===== config.mk =====
export PLATFORM = sky130hd
export DESIGN_NAME = traffic_light_ctrl_n
export DESIGN_NICKNAME = d
export VERILOG_FILES = /design/src/rtl/traffic_light_ctrl_n.sv
export SDC_FILE = /design/constraint.sdc
export NUM_CORES = 1
export LEC_CHECK = 0
export ABC_AREA = 0
export CELL_PAD_IN_SITES_DETAIL_PLACEMENT = 1
export CELL_PAD_IN_SITES_GLOBAL_PLACEMENT = 1
export CORE_MARGIN = 4
export CORE_UTILIZATION = 41
export CTS_BUF_LIST = sky130_fd_sc_hd__clkbuf_16
export DETAILED_ROUTE_END_ITERATION = 16
export PLACE_DENSITY = 0.9
export SYNTH_ARGS = -nofsm -noshare
export SYNTH_HDL_FRONTEND = slang
export SYNTH_SLANG_ARGS = --single-unit

===== constraint.sdc =====
create_clock -name clk -period 3.5 [get_ports clk]
set_input_delay 0.875 -clock clk [delete_from_list [all_inputs] [get_ports clk]]
set_output_delay 0.875 -clock clk [all_outputs]
set_load 0.05 [all_outputs]

===== src/rtl/traffic_light_ctrl_n.sv =====
// N-approach traffic-light controller: round-robin service of sensor requests with
// min/max green, timed yellow and all-red clearance, plus a maintenance flash mode.
module traffic_light_ctrl_n #(
    parameter int N_DIR     = 2,
    parameter int GREEN_MIN = 4,
    parameter int GREEN_MAX = 8,
    parameter int YELLOW_T  = 2,
    parameter int ALLRED_T  = 1,
    parameter int FLASH_T   = 3,
    localparam int AW       = (N_DIR > 2) ? $clog2(N_DIR) : 1
) (
    input  logic               clk,
    input  logic               reset,
    input  logic [N_DIR-1:0]   s,
    input  logic               flash,
    output logic [2*N_DIR-1:0] l,
    output logic [AW-1:0]      active,
    output logic [1:0]         phase
);

    localparam logic [1:0] ST_GREEN  = 2'b00;
    localparam logic [1:0] ST_YELLOW = 2'b01;
    localparam logic [1:0] ST_ALLRED = 2'b10;
    localparam logic [1:0] ST_FLASH  = 2'b11;

    localparam int T1   = (GREEN_MAX > YELLOW_T) ? GREEN_MAX : YELLOW_T;
    localparam int T2   = (ALLRED_T > FLASH_T) ? ALLRED_T : FLASH_T;
    localparam int TMAX = (T1 > T2) ? T1 : T2;
    localparam int CW   = (TMAX > 1) ? $clog2(TMAX) : 1;

    localparam logic [CW-1:0] GMIN_END = CW'(GREEN_MIN - 1);
    localparam logic [CW-1:0] GMAX_END = CW'(GREEN_MAX - 1);
    localparam logic [CW-1:0] YEL_END  = CW'(YELLOW_T - 1);
    localparam logic [CW-1:0] AR_END   = CW'(ALLRED_T - 1);
    localparam logic [CW-1:0] FL_END   = CW'(FLASH_T - 1);

    logic [1:0]       state;
    logic [AW-1:0]    cur;
    logic [AW-1:0]    nxt;
    logic [CW-1:0]    cnt;
    logic             blink;

    logic [N_DIR-1:0] cur_oh;
    logic             other_req;
    logic             s_cur;
    logic [AW-1:0]    pick_hi;
    logic [AW-1:0]    pick_lo;
    logic             found_hi;
    logic             found_lo;
    logic [AW-1:0]    pick;

    always_comb begin
        cur_oh = '0;
        for (int unsigned i = 0; i < N_DIR; i++) begin
            cur_oh[i] = (AW'(i) == cur);
        end
        other_req = |(s & ~cur_oh);
        s_cur     = |(s & cur_oh);
    end

    // Wrapping round-robin search: first requester above cur, else lowest below cur.
    always_comb begin
        pick_hi  = cur;
        pick_lo  = cur;
        found_hi = 1'b0;
        found_lo = 1'b0;
        for (int unsigned j = 0; j < N_DIR; j++) begin
            if (!found_hi && s[j] && (AW'(j) > cur)) begin
                pick_hi  = AW'(j);
                found_hi = 1'b1;
            end
            if (!found_lo && s[j] && (AW'(j) < cur)) begin
                pick_lo  = AW'(j);
                found_lo = 1'b1;
            end
        end
        pick = found_hi ? pick_hi : pick_lo;
    end

    always_ff @(posedge clk or posedge reset) begin
        if (reset) begin
            state <= ST_GREEN;
            cur   <= '0;
            nxt   <= '0;
            cnt   <= '0;
            blink <= 1'b1;
        end else if (flash) begin
            if (state != ST_FLASH) begin
                state <= ST_FLASH;
                cnt   <= '0;
                blink <= 1'b1;
            end else if (cnt == FL_END) begin
                cnt   <= '0;
                blink <= ~blink;
            end else begin
                cnt <= cnt + CW'(1);
            end
        end else begin
            case (state)
                ST_GREEN: begin
                    if (other_req && (((cnt >= GMIN_END) && !s_cur) || (cnt >= GMAX_END))) begin
                        state <= ST_YELLOW;
                        nxt   <= pick;
                        cnt   <= '0;
                    end else if (cnt < GMAX_END) begin
                        cnt <= cnt + CW'(1);
                    end
                end
                ST_YELLOW: begin
                    if (cnt == YEL_END) begin
                        state <= ST_ALLRED;
                        cnt   <= '0;
                    end else begin
                        cnt <= cnt + CW'(1);
                    end
                end
                ST_ALLRED: begin
                    if (cnt == AR_END) begin
                        state <= ST_GREEN;
                        cur   <= nxt;
                        cnt   <= '0;
                    end else begin
                        cnt <= cnt + CW'(1);
                    end
                end
                default: begin
                    // Leaving flash: clear through all-red back onto the frozen approach.
                    state <= ST_ALLRED;
                    nxt   <= cur;
                    cnt   <= '0;
                    blink <= 1'b1;
                end
            endcase
        end
    end

    always_comb begin
        l = '0;
        for (int unsigned i = 0; i < N_DIR; i++) begin
            case (state)
                ST_GREEN:  if (cur_oh[i]) l[2*i +: 2] = 2'b10;
                ST_YELLOW: if (cur_oh[i]) l[2*i +: 2] = 2'b01;
                ST_FLASH:  l[2*i +: 2] = blink ? 2'b01 : 2'b11;
                default:   l[2*i +: 2] = 2'b00;
            endcase
        end
        active = cur;
        phase  = state;
    end

endmodule


==> results of run 1 <==
registers in the layout (all words and copies together), names as in the netlist:
| name | count |
|---|---|
| cnt | 3 |
| phase | 2 |
| active | 1 |
| blink | 1 |
| nxt | 1 |
power by group through the flow:
stage          logic (mW)  registers, mW  clock network [mW]
6_report            0.512          0.172               0.204
5_1_grt             0.548          0.179               0.214
4_1_cts             0.511          0.172               0.207
3_5_place_dp        0.501          0.173                   0
3_3_place_gp        0.482          0.170                   0
2_1_floorplan       0.320          0.207                   0
per-layer routing:
layer | up-vias | wire length, um | track usage [%]
li1 | 346 | - | -
met5 | - | 0 | 0
met3 | 4 | 146 | 7.12
met2 | 23 | 1110 | 33.7
met4 | 0 | 36 | 8.07
met1 | 345 | 917 | 24.3
tightest hold or removal path, delay by kind of cell, from the launching register on:
| kind | cells | cell delay [ns] |
|---|---|---|
| flops | 1 | 0.34 |
| simple gates | 1 | 0.05 |
| compound gates | 1 | 0.06 |
cells in the final DEF, fill, tap and decap left out, drive strengths merged, types with 2 or more instances in the layout:
cell           instances
nand2                  7
nor2b                  2
nand2b                 2
o31a                   2
clkbuf                 3
nand4                  2
or2                    2
inv                   13
a21oi                  9
o311ai                 3
nand3                  2
clkdlybuf4s50         11
nor3                   2
dfrtp                  7
nor2                   3
o21ai                  4
ha                    10
synthesized netlist by cell type, drive strengths merged, types with 2 or more instances:
master,count
dfrtp,7
nand2b,2
nand3,2
nor2,3
o21ai,4
o311ai,3
nor3,2
nand4,2
nand2,7
a21oi,9
nor2b,2
o31a,2
ha,10
inv,12
or2,2
final timing paths:
kind,start,endpoint,cells after the start
worst min-delay path,nxt$_DFFE_PP0P_,active$_DFFE_PP0P_,2
worst max-delay path,phase[1]$_DFFE_PP0P_,l[1],4
max in group asynchronous,reset,blink$_DFFE_PP1P_,2
min in group asynchronous,reset,phase[0]$_DFFE_PP0P_,2
worst min register to register,nxt$_DFFE_PP0P_,active$_DFFE_PP0P_,2
worst max register to register,phase[0]$_DFFE_PP0P_,cnt[0]$_DFFE_PP0P_,6
metrics by stage:
| step | utilization, % | power [mW] | area, um2 | setup WS, ns | hold WS (ns) |
|---|---|---|---|---|---|
| global route | 55.2 | 0.941 | 942 | 0.326 | 0.517 |
| global placement | 50.5 | 0.652 | 863 | 0.760 | 0.476 |
| floorplan | - | 0.527 | 737 | 0.486 | 0.450 |
| finish | 55.2 | 0.888 | 942 | 0.370 | 0.487 |
| CTS | 55.2 | 0.890 | 942 | 0.380 | 0.497 |
| detailed placement | 50.5 | 0.673 | 863 | 0.658 | 0.487 |
area by class of cell:
type                    count  share of cell area, %
inverters                  12                   4.78
clock buffers               3                   7.97
repair buffers             11                   11.7
well taps                  25                   3.32
multi-input cells          65                   50.5
clock inverters             1                  0.398
flip-flops and latches      8                   21.4
cell families after synthesis:
group | Yosys count
AOI/OAI and AO/OA | 27
and+or+nand+nor | 26
buffers and inverters | 14
adders and majority gates | 10
DFF | 8
muxes | 2
==> metrics.md, run 1 <==
| Metric | Value |
|---|---|
| Final Hold Viols | `0` |
| Initial antenna violation count | `0` |
| Vias post-DR | `718` |
| Cell family with most CP delay | `buffers and inverters` |
| Highest-delay cell along the critical path | `clkdlybuf4s50_1` |
| Largest family of logic cells by synthesized area | `compound AO/OA/AOI/OAI gates` |
| Top-area cell type share of the netlist area | `around a quarter` |
| GRT Total Usage | `between 20% and 30%` |
| Final Cycle Share | `roughly 90%` |
| Mapped Area | `around 740 um2` |
| Main flop type after synthesis | `dfrtp_1` |
| Worst slew pin tran | `just over 0.7 ns` |
| Mapped Cells | `87` |
| Setup Skew | `a little under 0.002 ns` |
| Portion of netlist area occupied by mux cells | `between 3 and 4%` |
| Drt drc | `0` |
| Register area | `approximately 200 um2` |
| Row cnt | `15` |
| Sw Ratio | `between 40 and 50%` |
| Synth top area cells | `dfrtp_1 24%, ha_1 17%, a21oi_1 6.1%` |
| IO Pins | `12` |
| CP bufs+invs | `1` |
| Worst setup EP type | `output port` |
| Clk_lat worst skew | `around 0.24 ns` |
| Max-slew headroom | `~52%` |
| Post-synthesis sequential area ratio | `a little over a quarter` |
| Hold_buf cts | `0` |
| Hold WC Path Type | `reg -> reg` |
| Non-Filler Instances | `around 130` |
| Synth Area in XOR/XNOR | `0%` |
| Post-route antenna net violation count | `0` |
| Max Fclk | `319 MHz` |
| WP data required | `between 2 and 3 ns` |
| Unrepaired setup endpoints after global routing | `no` |
| Routability congestion estimate | `0.840` |
| Setup TNS | `0 ns` |
| Clock-pin slew on the worst setup and hold paths | `around 0.04 ns` |
| Gr ovfl total | `0` |
| H-tree levels | `1` |
| Top cell type by total area after synthesis | `dfrtp_1` |
| Avg Inst Size Synth | `about 8.5 um2` |
| Fill cells | `207` |
| Wire length per cell | `~18 um` |
| Startpoint type of the worst setup path | `register` |
| Ys Warns | `0` |
| Post-synthesis adder-cell area fraction | `approximately 17%` |
| DR iter-0 viols | `13` |
| R2r setup slk | `between 1 and 1.5 ns` |
| IO buf count | `11` |
| Clock share of power | `a little under a quarter` |
| Slew Viols, Final | `0` |
| Chip Height | `between 50 and 60 um` |
| Critical path's largest stage delay | `0.83 ns` |
| # diodes | `0` |
| Post-synthesis compound-gate area fraction | `between 20% and 30%` |
| Post CTS Setup Buffer Count | `0` |
| Vias in the first global route | `between 700 and 800` |
| Arrival @ worst endpoint | `roughly 2.3 ns` |
| First-pass GRT wire length | `3670 um` |
| Post-layout min period | `3.13 ns` |
| Pin count of the biggest net entering global routing | `15` |
| Power density over the cells | `around 940 mW/mm2` |
| Post-synth EDFFs | `0` |
| Worst-case clock buffer depth | `2` |
| Lkg Pwr | `0.410 nW` |
| Share of cells above drive strength 1 | `under 10%` |
| Combinational power share | `between 50% and 60%` |
| Max-cap check violation count | `0` |
| Core Footprint | `around 0.0017 mm2` |
| Nets@finish | `approximately 120` |
| CTS Sinks | `8` |
| Simple-gate area share of the yosys netlist | `a little under a fifth` |
| Sw Pwr | `436 uW` |
| Async SR Flop Fraction | `100%` |
| Hpwl dp | `1620 um` |
| Max IR drop VDD | `approximately 0.00059 V` |
| Starting Density | `a little over two fifths` |
| Area Growth Syn to Fin | `27.8%` |
| Vias per cell | `about 5.7` |
| CTS resizes | `0` |
| Die ar. | `between 0.002 and 0.003 mm2` |
| Cts bufs inserted | `3` |
| Worst-path fanout max | `8` |
| Area of the multi-input gates | `about 480 um2` |
| Power Internal | `452 uW` |
| Crit-path cells | `ha_1 -> nand2b_1 -> a21oi_1 -> clkdlybuf4s50_1` |
| Final setup fails | `0` |
| Status | `finished clean` |
| Routed wire length | `between 2000 and 2500 um` |
| Post-synthesis net count | `approximately 100` |
| Width of the die | `~50 um` |
| Placed Cells | `121` |
| Sequential share of power | `between 10% and 20%` |
| FF+latch count, synth | `8` |
| Crit path kind | `reg -> out` |
| CTS tree | `done` |
| Detailed Routing Iterations Pass 1 | `4` |
| Synth cell types | `33` |
| Clock Root Buffer | `clkbuf_16` |
No activity file was read; power rests on OpenSTA's default activity.
==> inputs of run 2 (changes only) <==
--- a/config.mk
+++ b/config.mk
@@ -8,7 +8,7 @@
 export ABC_AREA = 0
 export CELL_PAD_IN_SITES_DETAIL_PLACEMENT = 1
 export CELL_PAD_IN_SITES_GLOBAL_PLACEMENT = 1
-export CORE_MARGIN = 4
+export CORE_MARGIN = 2
 export CORE_UTILIZATION = 41
 export CTS_BUF_LIST = sky130_fd_sc_hd__clkbuf_16
 export DETAILED_ROUTE_END_ITERATION = 16
==> metrics.md, run 2 (synthesis gave the netlist of run 1 again) <==
| Metric | Value |
|---|---|
| Commonest cells after routing, fill and taps aside | `13 x inv_1, 11 x clkdlybuf4s50_1, 10 x ha_1 (unchanged)` |
| Max-slew headroom | `60.4% (was 52.3%)` |
| CTS Sinks | `8 (unchanged)` |
| Post CTS Setup Buffer Count | `0 (unchanged)` |
| Width of the die | `46.4 um (was 50.4 um)` |
| Vias in the first global route | `693 (was 745)` |
| Initial antenna violation count | `0 (unchanged)` |
| Gr ovfl total | `0 (unchanged)` |
| Slew Viols, Final | `0 (unchanged)` |
| Share of cells above drive strength 1 | `8.00% (unchanged)` |
| Worst-case clock buffer depth | `2 (unchanged)` |
| Core Footprint | `0.00171 mm2 (unchanged)` |
| Register area | `201 um2 (unchanged)` |
| CTS resizes | `0 (unchanged)` |
| Pin count of the biggest net entering global routing | `15 (unchanged)` |
| WP data required | `2.62 ns (about the same)` |
| First-pass GRT wire length | `3490 um (was 3670 um)` |
| Starting Density | `43.2% (unchanged)` |
| Worst-path fanout max | `7 (was 8)` |
| Critical path's largest stage delay | `0.87 ns (was 0.83 ns)` |
| WHS | `0.499 ns (was 0.487 ns)` |
| Worst slew pin tran | `0.591 ns (was 0.711 ns)` |
| H-tree levels | `1 (unchanged)` |
| CP bufs+invs | `2 (was 1)` |
| Area of the multi-input gates | `475 um2 (unchanged)` |
| Area Growth Syn to Fin | `27.8% (unchanged)` |
| Most common cell after layout, fill and taps aside | `inv_1 (unchanged)` |
| Vias post-DR | `711 (was 718)` |
| Final setup fails | `0 (unchanged)` |
| Vias per cell | `5.69 (was 5.74)` |
| Hold WC Path Type | `reg -> reg (unchanged)` |
| Lkg Pwr | `0.410 nW (unchanged)` |
| Die ar. | `0.00215 mm2 (was 0.00254 mm2)` |
| Crit-path cells | `inv_1 -> ha_1 -> nand2_1 -> o21ai_0 -> clkdlybuf4s50_1 (was ha_1 -> nand2b_1 -> a21oi_1 -> clkdlybuf4s50_1)` |
| IO buf count | `11 (unchanged)` |
| Power density over the cells | `937 mW/mm2 (was 943 mW/mm2)` |
| Wire length per cell | `17.6 um (was 17.7 um)` |
| Row cnt | `15 (unchanged)` |
| Nets@finish | `116 (unchanged)` |
| Routability congestion estimate | `0.808 (was 0.840)` |
| Setup Skew | `0.00552 ns (was 0.00193 ns)` |
| Final Hold Viols | `0 (unchanged)` |
| DR iter-0 viols | `26 (was 13)` |
| Arrival @ worst endpoint | `2.22 ns (was 2.26 ns)` |
| Unrepaired setup endpoints after global routing | `no (unchanged)` |
| Startpoint type of the worst setup path | `register (unchanged)` |
| Max reg flops | `3 (unchanged)` |
| Final Cycle Share | `88.4% (was 89.4%)` |
| # diodes | `0 (unchanged)` |
| Max Fclk | `323 MHz (was 319 MHz)` |
| Setup TNS | `0 ns (unchanged)` |
| Detailed Routing Iterations Pass 1 | `4 (unchanged)` |
| WHS Path Cells | `2 (unchanged)` |
| Cts bufs inserted | `3 (unchanged)` |
| Hpwl dp | `1510 um (was 1620 um)` |
| Highest-delay cell along the critical path | `clkdlybuf4s50_1 (unchanged)` |
| Drt drc | `0 (unchanged)` |
| Post-route antenna net violation count | `0 (unchanged)` |
| Cell family with most CP delay | `buffers and inverters (unchanged)` |
| Crit path kind | `reg -> out (unchanged)` |
| Max IR drop VDD | `0.000423 V (was 0.000590 V)` |
| Chip Height | `46.4 um (was 50.4 um)` |
| Total power | `883 uW (was 888 uW)` |
| Hold_buf cts | `0 (unchanged)` |
| Reg with most FFs | `cnt (unchanged)` |
| GRT Total Usage | `23.8% (was 20.5%)` |
| Fill cells | `211 (was 207)` |
| Clock-pin slew on the worst setup and hold paths | `0.04 ns (about the same)` |
| Worst path depth | `5 (was 4)` |
| Max-cap check violation count | `0 (unchanged)` |
| Status | `finished clean (unchanged)` |
| Clock Root Buffer | `clkbuf_16 (unchanged)` |
| Post-layout min period | `3.09 ns (was 3.13 ns)` |
| IO Pins | `12 (unchanged)` |
| Clk_lat worst skew | `0.24 ns (about the same)` |
| Worst r2r path cells | `6 (unchanged)` |
| Routed wire length | `2200 um (was 2210 um)` |
| CTS tree | `done (unchanged)` |
| Worst setup EP type | `output port (unchanged)` |
[run 2: cell counts in the layout (fill, tap and decap cells not counted)]
No cell type changed its count.
[run 2: through the flow]
step | utilization [%] | setup slack (ns) | cells | area (um2)
final | 55.2 | 0.407 | 125 | 942
after global routing | 55.2 | 0.261 | 125 | 942
after CTS | 55.2 | 0.398 | 125 | 942
after detailed placement | 50.5 | 0.679 | 121 | 863
after global placement | 50.5 | 0.762 | 121 | 863
after floorplan | - | 0.486 | 87 | 737
[run 2: layout make-up]
| cell class | instances | area share, % |
|---|---|---|
| clock buffer | 3 | 7.97 |
| clock inverter | 1 | 0.398 |
| inverter | 12 | 4.78 |
| multi-input combinational | 65 | 50.5 |
| sequential | 8 | 21.4 |
| tap | 25 | 3.32 |
| timing repair buffer | 11 | 11.7 |
[run 2: where the power goes]
group          switching, mW  internal [mW]  total, mW
registers             0.0472          0.124      0.171
clock network         0.0498          0.149      0.199
logic                  0.333          0.180      0.513
total                  0.430          0.453      0.883
[run 2: tightest hold or removal path, cell delays in order (launching register included)]
cell and delay (ns):
dfrtp_1 0.34, nand2_1 0.05, o21ai_0 0.07
[run 2: final timing paths]
| kind | start | to | slack, ns |
|---|---|---|---|
| worst max-delay path | phase[1]$_DFFE_PP0P_ | l[0] | 0.41 |
| worst min-delay path | nxt$_DFFE_PP0P_ | active$_DFFE_PP0P_ | 0.50 |
| worst max register to register | cnt[0]$_DFFE_PP0P_ | cnt[0]$_DFFE_PP0P_ | 1.26 |
| worst min register to register | nxt$_DFFE_PP0P_ | active$_DFFE_PP0P_ | 0.50 |
| max in group asynchronous | reset | blink$_DFFE_PP1P_ | 2.30 |
| min in group asynchronous | reset | phase[1]$_DFFE_PP0P_ | 0.90 |
[run 2: routing by layer]
| layer | GRT usage [%] | part of all wire [%] | vias to the layer above |
|---|---|---|---|
| li1 | - | - | 342 |
| met3 | 5.10 | 5.0 | 6 |
| met5 | 0 | 0 | - |
| met1 | 33.0 | 46 | 345 |
| met4 | 8.57 | 2.0 | 0 |
| met2 | 35.8 | 47 | 18 |
